===== config.mk =====
export PLATFORM = sky130hd
export DESIGN_NAME = fixed_divider
export DESIGN_NICKNAME = d
export VERILOG_FILES = /design/src/rtl/fixed_divider.sv
export SDC_FILE = /design/constraint.sdc
export NUM_CORES = 1
export LEC_CHECK = 0
export BUFFER_PORTS_ARGS = -buffer_cell sky130_fd_sc_hd__buf_2
export CAP_MARGIN = 20
export CORE_MARGIN = 1
export CORE_UTILIZATION = 30
export CTS_CLUSTER_DIAMETER = 150
export DETAILED_ROUTE_END_ITERATION = 10
export MAX_ROUTING_LAYER = met4
export PLACE_DENSITY = 0.45
export SETUP_SLACK_MARGIN = 0.4
export SLEW_MARGIN = 40
export SYNTH_ARGS = -nofsm -noshare
export SYNTH_HDL_FRONTEND = slang
export SYNTH_SLANG_ARGS = --single-unit
export TNS_END_PERCENT = 50

===== constraint.sdc =====
create_clock -name clk -period 3.2 [get_ports clk]
set_input_delay 0.32 -clock clk [delete_from_list [all_inputs] [get_ports clk]]
set_output_delay 0.32 -clock clk [all_outputs]
set_load 0.1 [all_outputs]

===== src/rtl/fixed_divider.sv =====
// Signed fixed-point restoring divider: one quotient bit per cycle, saturating result.
// Define FIXED_DIVIDER_ROUND_EN for round-half-away-from-zero; otherwise truncate toward zero.
module fixed_divider #(
  parameter int WIDTH = 16,
  parameter int FRAC  = 8
) (
  input  logic             clk,
  input  logic             rst,
  input  logic             start,
  input  logic [WIDTH-1:0] dividend,
  input  logic [WIDTH-1:0] divisor,
  output logic [WIDTH-1:0] quotient,
  output logic             busy,
  output logic             done,
  output logic             ovf,
  output logic             div_by_zero
);

`ifdef FIXED_DIVIDER_ROUND_EN
  localparam int K = WIDTH + FRAC + 1;
`else
  localparam int K = WIDTH + FRAC;
`endif
  localparam int CW = $clog2(K);
  localparam logic [K:0] POS_MAX = {{(K-WIDTH+2){1'b0}}, {(WIDTH-1){1'b1}}};
  localparam logic [K:0] NEG_MAX = POS_MAX + 1'b1;

  // state  | meaning
  // IDLE   | waiting for start; operands captured on the start edge
  // CALC   | K restoring-division iterations
  // FINISH | register result and flags, pulse done
  typedef enum logic [1:0] {IDLE, CALC, FINISH} state_t;
  state_t r_state, w_state_nxt;

  logic [WIDTH:0]   w_dvd_ext, w_dvs_ext, w_dvd_mag, w_dvs_mag;
  logic [WIDTH:0]   r_dvs_mag, w_trial;
  logic [WIDTH-1:0] r_rem, w_diff, w_res;
  logic [K-1:0]     w_num, r_num, r_quo;
  logic [K:0]       w_mag;
  logic [CW-1:0]    r_cnt;
  logic             r_neg, r_dvd_neg, r_dz;
  logic             w_dvs_zero, w_qbit, w_ovf;

  assign w_dvd_ext  = {dividend[WIDTH-1], dividend};
  assign w_dvs_ext  = {divisor[WIDTH-1], divisor};
  assign w_dvd_mag  = w_dvd_ext[WIDTH] ? (~w_dvd_ext + 1'b1) : w_dvd_ext;
  assign w_dvs_mag  = w_dvs_ext[WIDTH] ? (~w_dvs_ext + 1'b1) : w_dvs_ext;
  assign w_dvs_zero = (divisor == '0);

`ifdef FIXED_DIVIDER_ROUND_EN
  assign w_num = {w_dvd_mag[WIDTH-1:0], {FRAC{1'b0}}, 1'b0};
  // extra LSB is the half bit: (q + 1) >> 1 written as (q >> 1) + q[0]
  assign w_mag = {2'b00, r_quo[K-1:1]} + {{K{1'b0}}, r_quo[0]};
`else
  assign w_num = {w_dvd_mag[WIDTH-1:0], {FRAC{1'b0}}};
  assign w_mag = {1'b0, r_quo};
`endif

  // the magnitude's top bit sits just above the numerator MSB, so it seeds the remainder
  assign w_trial = {r_rem, r_num[K-1]};
  assign w_qbit  = (w_trial >= r_dvs_mag);
  assign w_diff  = w_trial[WIDTH-1:0] - r_dvs_mag[WIDTH-1:0];

  always_comb begin
    w_ovf = 1'b0;
    w_res = w_mag[WIDTH-1:0];
    if (r_neg) begin
      if (w_mag > NEG_MAX) begin
        w_ovf = 1'b1;
        w_res = {1'b1, {(WIDTH-1){1'b0}}};
      end else begin
        w_res = ~w_mag[WIDTH-1:0] + 1'b1;
      end
    end else if (w_mag > POS_MAX) begin
      w_ovf = 1'b1;
      w_res = {1'b0, {(WIDTH-1){1'b1}}};
    end
  end

  always_ff @(posedge clk) begin
    if (rst) r_state <= IDLE;
    else     r_state <= w_state_nxt;
  end

  always_comb begin
    w_state_nxt = r_state;
    case (r_state)
      IDLE:    if (start) w_state_nxt = w_dvs_zero ? FINISH : CALC;
      CALC:    if (r_cnt == '0) w_state_nxt = FINISH;
      FINISH:  w_state_nxt = IDLE;
      default: w_state_nxt = IDLE;
    endcase
  end

  always_ff @(posedge clk) begin
    if (rst) begin
      quotient    <= '0;
      busy        <= 1'b0;
      done        <= 1'b0;
      ovf         <= 1'b0;
      div_by_zero <= 1'b0;
      r_neg       <= 1'b0;
      r_dvd_neg   <= 1'b0;
      r_dz        <= 1'b0;
      r_dvs_mag   <= '0;
      r_num       <= '0;
      r_rem       <= '0;
      r_quo       <= '0;
      r_cnt       <= '0;
    end else begin
      done <= 1'b0;
      case (r_state)
        IDLE: if (start) begin
          r_neg     <= dividend[WIDTH-1] ^ divisor[WIDTH-1];
          r_dvd_neg <= dividend[WIDTH-1];
          r_dz      <= w_dvs_zero;
          r_dvs_mag <= w_dvs_mag;
          r_num     <= w_num;
          r_rem     <= {{(WIDTH-1){1'b0}}, w_dvd_mag[WIDTH]};
          r_quo     <= '0;
          r_cnt     <= CW'(K-1);
          busy      <= 1'b1;
        end
        CALC: begin
          r_num <= r_num << 1;
          r_rem <= w_qbit ? w_diff : w_trial[WIDTH-1:0];
          r_quo <= {r_quo[K-2:0], w_qbit};
          r_cnt <= r_cnt - 1'b1;
        end
        FINISH: begin
          busy <= 1'b0;
          done <= 1'b1;
          if (r_dz) begin
            quotient    <= r_dvd_neg ? {1'b1, {(WIDTH-1){1'b0}}} : {1'b0, {(WIDTH-1){1'b1}}};
            ovf         <= 1'b0;
            div_by_zero <= 1'b1;
          end else begin
            quotient    <= w_res;
            ovf         <= w_ovf;
            div_by_zero <= 1'b0;
          end
        end
        default: ;
      endcase
    end
  end

endmodule


-- Word level (Yosys, flattened, before mapping)
Cells that the tools add are included.
- register bits: 111
- bits of input ports: 35
- output and inout port bits: 20
- word-level logic and storage cells: 67
- add/subtract/negate cells: 5
- $lt $le $gt $ge: 3
- eq/ne operators: 4
- mux-type cells: 28
- bitwise operators: 4
- reductions and logical operators: 9
- operators with widths (operator ; number):
    16-bit 2-to-1 mux ; 7
    24-bit one-hot mux with 2 select lines ; 2
    24-bit 2-to-1 mux ; 2
    17-bit by 1-bit adder with 17-bit output, second input constant ; 2
    17-bit 2-to-1 mux ; 2
    17-bit inverter ; 2
    16-bit one-hot mux with 2 select lines ; 1
    24-bit by 15-bit > comparator with 1-bit output, second input constant ; 1
    24-bit by 16-bit > comparator with 1-bit output, second input constant ; 1
    17-bit greater-or-equal comparator ; 1
    16-bit by 1-bit adder with 16-bit output, second input constant ; 1
    16-bit zero test ; 1
    16-bit inverter ; 1
    16-bit subtractor ; 1
    5-bit one-hot mux with 2 select lines ; 1
    2-bit AND reduction ; 4
    1-bit 2-to-1 mux ; 7
    2-bit 2-to-1 mux ; 3
    5-bit zero test ; 1
    5-bit 2-to-1 mux ; 1
    5-bit by 1-bit subtractor with 5-bit output, second input constant ; 1
    2-bit != test, second input constant ; 2
    2-bit one-hot mux with 2 select lines ; 1
    2-bit nonzero test ; 2
    5 further kinds ; 5

-- Depth between registers and ports, before layout
Gate-level depths: netlist of the first run.
- word-level depth: 5
- gate-level depth with buffers: 10
- mapped depth without buffers: 10

-- Worst setup path before layout of the first run
OpenSTA, ideal clock, no wires.
- path type: flip-flop to flip-flop
- start point: register r_dvs_mag[4]
- end point: register r_rem[10]
- setup time: 121 ps
- arrival: 2325 ps
- data required time: 3079 ps
- slack: 753 ps
- cell stages (with the launch flop): 11
- clock period less this slack: 2447 ps
- cell sequence: dfxtp_1 > inv_1 > ha_1 > a21o_1 > a31oi_1 > nand4_1 > a21o_1 > o221ai_2 > buf_2 > mux2i_1 > o21ai_0
- word-level cells in the longest chain between the ends: 3
- elaborated cells between the ends (all ways): 4
- RTL lines (element ; line ; RTL):
    from (decl) ; 36 ; logic [WIDTH:0] r_dvs_mag, w_trial;
    from (signal assigned) ; 117 ; r_dvs_mag <= w_dvs_mag;
    16-bit subtractor / 17-bit greater-or-equal comparator (equally long branches) ; 62, 61 ;
    16-bit 2-to-1 mux * ; 126 ; r_rem <= w_qbit ? w_diff : w_trial[WIDTH-1:0];
    16-bit one-hot mux with 2 select lines * ; 112 ; case (r_state)
    to (signal assigned) ; 119 ; r_rem <= {{(WIDTH-1){1'b0}}, w_dvd_mag[WIDTH]};
    to (signal assigned) ; 126 ;
    to (decl) ; 37 ; logic [WIDTH-1:0] r_rem, w_diff, w_res;
Every way passes the cells marked *; elsewhere a longest branch is shown, timed or not.
A chain may end at the register's enable or synchronous reset.

-- Final worst setup path of the first run
- start point: register r_quo[0]
- end point: register quotient[12]
- word-level cells in the longest chain between the ends: 5
- elaborated cells between the ends (all ways): 8
- RTL lines (element ; line ; RTL):
    from (decl) ; 38 ; logic [K-1:0] w_num, r_num, r_quo;
    from (signal assigned) ; 127 ; r_quo <= {r_quo[K-2:0], w_qbit};
    16-bit inverter ; 72 ; w_res = ~w_mag[WIDTH-1:0] + 1'b1;
    16-bit by 1-bit adder with 16-bit output ; 72 ;
    16-bit 2-to-1 mux ; 68 ; if (w_mag > NEG_MAX) begin
    16-bit 2-to-1 mux * ; 67 ; if (r_neg) begin
    16-bit 2-to-1 mux * ; 133 ; if (r_dz) begin
    to (signal assigned) ; 134 ; quotient <= r_dvd_neg ? {1'b1, {(WIDTH-1){1'b0}}} : {1'b0, {(WIDTH-1){1'b1}}};
    to (signal assigned) ; 138 ; quotient <= w_res;
    to (decl) ; 12 ; output logic [WIDTH-1:0] quotient,
Marked as above.

==> flow_metrics.tcl, run 1 <==
set metrics [dict create \
    outcome "complete, no violations" \
    seqPwrFrac_pct 40.4 \
    synth_area_um2 5733 \
    dpl.hpwl_um 11410 \
    synth_cells 708 \
    rsz0062_at_grt "false" \
    start_kind "register" \
    p_sw_mw 1.150 \
    rows 50 \
    crit_fanout 6 \
    vdd_drop_max_uv 267.4 \
    utilization_pct 35.00 \
    die-area_um2 19670 \
    fin_skew_ps 8.771 \
    finalWorstSetupSlack_ps 579.2 \
    cp.required_ps 3410 \
    cap_violations 0 \
    cts_hold_buf 0 \
    io_buffers 54 \
    cts_setup_buffers 0 \
    fin_area_um2 6548 \
    yosysTopAreaCell "dfxtp_1" \
    tns_ps 0 \
    drive_gt1_share_pct 12.83 \
    synthAdderAreaFrac_pct 5.151 \
    synth.top_cells.by_area "dfxtp_1 36%, nor2_1 5.4%, a21oi_1 5.0%" \
    max_freq_ghz 0.3816 \
    syn_area_per_cell_um2 8.097 \
    synth.distinct_cells 61 \
    grt_pass1_vias 4860 \
    synth-seq-area-share_pct 35.97 \
    synthXorXnorAreaFrac_pct 6.416 \
    setup_viol 0 \
    yosysWarningCount 0 \
    overflow 0 \
    whs_ps 224.4 \
    p_comb_share_pct 26.5 \
    antenna_left 0 \
    synth_edf_count 0 \
    drt-wirelength-per-cell_um 15.67 \
    synth-compound-area-share_pct 27.11 \
    nNetsFinal 801 \
    synth_common_cells "103 x dfxtp_1, 82 x nor2_1, 59 x nand2_1" \
    placedCellCount 966 \
    grt_first_pass_wirelength_um 25750 \
    synth_top_area_share_pct 35.97 \
    clk_latency_ps 350 \
    clock_sinks 103 \
    p_sw_share_pct 32.57 \
    clk_path_buf_depth 2 \
    start_util_pct 30.65 \
    cts_buffers 9 \
    synth-simple-area-share_pct 18.40 \
    muxShareOfSynthArea_pct 1.746 \
    power_density_nw_per_um2 539.4 \
    drc 0 \
    slew_headroom_pct 44.88 \
    drtIter0Drc 306 \
    ios 55 \
    maxSlewViolCount 0 \
    coreArea_um2 18710 \
    p_total_mw 3.531 \
    ys.flop_type "dfxtp_1" \
    synthArstFlopShare_pct 0 \
    cts-root-buf "clkbuf_16" \
    p_int_mw 2.381 \
    place_ws_ps 605.6 \
    power.leakage_nw 2.603 \
    worstMarginPinSlew_ps 825.0 \
    antenna_found_initial 1 \
    synth_fp_nets 766 \
    finalCritPeriodShare_pct 81.90 \
    yosys.cell_count.top_type "dfxtp_1" \
    ys_ff_latch 103 \
    viasPerCell 5.308 \
    clockPowerShare_pct 33.1 \
    clk_pin_slew_ps 70 \
    fp.dieH_um 140.2 \
    period_needed_ps 2621 \
    tritoncts "built" \
    hold_violations 0 \
    synth_top_family_by_area "compound AO/OA/AOI/OAI gates" \
    endpoint_kind "register" \
    final_cells 983 \
    die_x_um 140.2 \
    area_growth_pct 14.21 \
    ctsResizeCount 0 \
    hold_class "in -> reg" \
    cts_max_level 3 \
    arrival_ps 2830 \
    wl_um 15400 \
    grt_usage_pct 16.81 \
    firstDrtPassIters 4 \
    gp_congestion 0.8744 \
    vias 5218 \
    grt_start_max_net_pins 44 \
    critPathKind "reg -> reg" \
    placed_area_um2 6227 \
]
[flip-flops by register name (all words and copies together), names as in the netlist]
register,flops
r_neg,1
quotient,16
r_dvs_mag,17
r_num,16
div_by_zero,1
ovf,1
r_dvd_neg,1
busy,1
r_state,2
r_rem,16
done,1
r_dz,1
r_cnt,5
r_quo,24
[area by class of cell]
class | count | area [µm²]
multi-input cells | 530 | 3382
repair buffers | 68 | 375.4
fillers | 1962 | 12160
clock buffers | 10 | 239.0
inverters | 31 | 116.4
diodes | 1 | 2.502
flip-flops and latches | 103 | 2063
well taps | 234 | 292.8
clock inverters | 6 | 76.32
[power groups by stage]
stage	clock [mW]	combinational [mW]	sequential (mW)
2_1_floorplan	0	0.686	1.46
6_report	1.17	0.937	1.43
4_1_cts	1.21	0.943	1.43
5_1_grt	1.26	1.05	1.44
3_3_place_gp	0	0.935	1.45
3_5_place_dp	0	0.938	1.46
[worst max-delay path: stages, from the launching register on]
cell and delay (ps):
dfxtp_1 380, inv_1 90, ha_1 230, or4b_4 500
or3_1 370, or3_1 340, a211oi_1 240, a21oi_1 60
o211ai_1 190, a21oi_1 80
[path summary, 6_finish.rpt]
kind	endpoint	cells after the start	start	slack [ps]
worst max-delay path	quotient[12]	9	r_quo[0]	580
worst min-delay path	r_dvs_mag[0]	3	divisor[0]	220
worst max register to register	quotient[12]	9	r_quo[0]	580
worst min register to register	r_num[18]	2	r_num[18]	450
[kinds of logic (layout without fill, tap and decap cells)]
family	count (synthesis)	in the layout
AOI/OAI and AO/OA	234	234
and+or+nand+nor	221	221
DFF	103	103
buffers and inverters	75	115
xor gates and xnor gates	42	42
adders and majority gates	23	23
muxes	10	10
other	0	1
[metal layers]
layer / GRT usage [%] / up-vias / wire, µm
met4: 5.552 / 0 / 210
li1: - / 2672 / -
met1: 23.33 / 2442 / 7990
met2: 25.05 / 89 / 6745
met5: - / - / 0
met3: 2.188 / 15 / 455
[cells in the final DEF, fill, tap and decap left out, drive strengths merged, types with 4 or more instances in the layout]
master,synthesis,layout
xnor2,21,21
a21o,8,8
dfxtp,103,103
or4,5,5
o21a,6,6
o211ai,6,6
a32oi,8,8
nand2b,5,5
clkbuf,37,10
nand3,7,7
o31ai,9,9
nand2,59,59
nor3,16,16
mux2i,10,10
inv,30,33
o221ai,13,13
a211oi,19,19
a31oi,9,9
a22oi,25,25
buf,7,68
o21ai,43,43
ha,22,22
a21oi,57,57
or3,11,11
nor2,82,82
nor4,10,10
o41ai,4,4
nand3b,4,4
nor2b,6,6
a311oi,4,4
o22ai,6,6
xor2,21,21
nand4,4,4
Note: power is estimated with default switching activity, not from simulation.
==> run 2, diff against run 1 <==
--- a/config.mk
+++ b/config.mk
@@ -12,7 +12,7 @@
 export CTS_CLUSTER_DIAMETER = 150
 export DETAILED_ROUTE_END_ITERATION = 10
 export MAX_ROUTING_LAYER = met4
-export PLACE_DENSITY = 0.45
+export PLACE_DENSITY = 0.47
 export SETUP_SLACK_MARGIN = 0.4
 export SLEW_MARGIN = 40
 export SYNTH_ARGS = -nofsm -noshare
==> constraint.sdc (replaced) <==
create_clock -name clk -period 2.2 [get_ports clk]
set_input_delay 0.22 -clock clk [delete_from_list [all_inputs] [get_ports clk]]
set_output_delay 0.22 -clock clk [all_outputs]
set_load 0.1 [all_outputs]
==> run 2 against run 1 <==
  * The run now ends with setup timing left
  * Flip-flop and latch count did not move
  * Final cell count rose by 5.8%
  * Sequential power rose by 45%
  * Combinational power rose by 95%
  * Critical path depth did not move
  * Maximum frequency rose by 13%
  * Largest cell class unchanged
==> flow_metrics.tcl, run 2 (same netlist as run 1, synthesis figures left out) <==
set metrics [dict create \
    crit_fanout 2 \
    rsz0062_at_grt "true" \
    firstDrtPassIters 5 \
    vdd_drop_max_uv 409.0 \
    critPathKind "reg -> reg" \
    clk_latency_ps 350 \
    violations "setup timing" \
    drtIter0Drc 297 \
    worstSetupStartpoint "r_quo[1]" \
    drt-wirelength-per-cell_um 15.96 \
    clock_sinks 103 \
    worst_r2r_path_depth 9 \
    top_regs "r_quo (24), r_dvs_mag (17)" \
    largest_reg_flops 24 \
    r2r_end "quotient[12]" \
    wl_um 16600 \
    coreArea_um2 18710 \
    clk_path_buf_depth 2 \
    drive_gt1_share_pct 28.16 \
    maxSlewViolCount 0 \
    antenna_left 0 \
    drc 0 \
    finalWorstSetupSlack_ps -109.9 \
    slew_headroom_pct 45.93 \
    layout_common_cells "93 x dfxtp_1, 74 x nor2_1, 65 x buf_4" \
    min-delay-start "divisor[0]" \
    grt_start_max_net_pins 44 \
    cts_hold_buf 0 \
    ios 55 \
    rows 50 \
    start_util_pct 30.65 \
    vias 5519 \
    die_x_um 140.2 \
    seqPwrFrac_pct 37.2 \
    utilization_pct 40.13 \
    grt_pass1_vias 5333 \
    gp_congestion 0.9126 \
    cp.required_ps 2440 \
    tritoncts "built" \
    outcome "finished, violations left" \
    r2r-start "r_quo[1]" \
    grt_usage_pct 17.77 \
    grt_first_pass_wirelength_um 27170 \
    diodes 0 \
    cts_max_level 3 \
    regMostFlops "r_quo" \
    start_kind "register" \
    arrival_ps 2550 \
    clockPowerShare_pct 30.1 \
    die-area_um2 19670 \
    power.leakage_nw 3.027 \
    p_int_mw 3.727 \
    fp.dieH_um 140.2 \
    dpl.hpwl_um 11950 \
    p_sw_share_pct 33.13 \
    io_buffers 54 \
    hold-path-endpoint "r_dvs_mag[0]" \
    finalCritPeriodShare_pct 105.0 \
    cts-root-buf "clkbuf_16" \
    hold_violations 0 \
    viasPerCell 5.307 \
    cap_violations 0 \
    r2r_setup_slack_ps -110 \
    nNetsFinal 859 \
    period_needed_ps 2310 \
    max_freq_ghz 0.4329 \
    area_growth_pct 30.95 \
    power_density_nw_per_um2 742.5 \
    hold_class "in -> reg" \
    p_comb_share_pct 32.8 \
    p_total_mw 5.574 \
    cts_buffers 9 \
    holdPathStages 3 \
    p_sw_mw 1.847 \
    endpoint_kind "register" \
    worstMarginPinSlew_ps 810.1 \
    fin_skew_ps 8.114 \
    layout_commonest_cell "dfxtp_1" \
    overflow 0 \
    setup_viol 2 \
    antenna_found_initial 0 \
    clk_pin_slew_ps 70 \
]
## run 2: through the flow
stage               setup WS (ps)  setup TNS (ps)  cells  hold WS (ps)  instance area, µm²
finish                     -109.9          -128.1   1040         116.9                7507
global route               -200.0          -899.4   1040         121.0                7507
CTS                        -103.1          -103.1   1036         107.0                7327
detailed placement         -131.6          -634.4   1013         443.1                6718
global placement           -72.48          -340.1   1013         440.4                6715
floorplan                  -94.64          -94.64    708         356.0                5866
## run 2: power groups by stage
stage / combinational (mW) / sequential (mW) / clock [mW]
after detailed placement: 1.57 / 2.11 / 0
after global placement: 1.56 / 2.10 / 0
after CTS: 1.75 / 2.07 / 1.74
after global routing: 1.99 / 2.09 / 1.81
final: 1.83 / 2.07 / 1.68
after floorplan: 1.09 / 2.13 / 0
## run 2: timing repair
action,CTS,global route
hold endpoints to repair,0,0
pin swaps,41,39
gates cloned,1,0
setup buffers,6,4
resized for setup,58,30
endpoints found under the setup margin,41,44
## run 2: critical path, cell delays in order (launching register included)
cell and delay [ps]:
dfxtp_2 330, inv_2 60, ha_4 130, or4b_4 450, or3_4 340, or3_4 380, a211oi_2 210, a21oi_2 40
o211ai_1 170, a21oi_1 80
## run 2: worst max-delay path by stage
stage                               end  slack, ps  cells after the start
after floorplan            quotient[12]        -90                      9
after global placement    r_dvs_mag[14]        -70                      7
after detailed placement  r_dvs_mag[14]       -130                      7
after CTS                  quotient[12]       -100                      9
after global routing       quotient[12]       -200                      9
final                      quotient[12]       -110                      9
## run 2: per-layer routing
layer | up-vias | share of wire (%) | track usage, %
li1 | 2799 | - | -
met1 | 2611 | 48 | 22.23
met2 | 97 | 47 | 29.32
met3 | 12 | 3.5 | 3.521
met4 | 0 | 1.1 | 4.280
met5 | - | 0 | -
## run 2: cell type report
cell class,count,area [µm²]
timing repair buffer,126,852.1
sequential,103,2074
multi-input combinational,530,3867
tap,234,292.8
fill,1867,11200
inverter,31,116.4
clock inverter,6,75.07
clock buffer,10,229.0
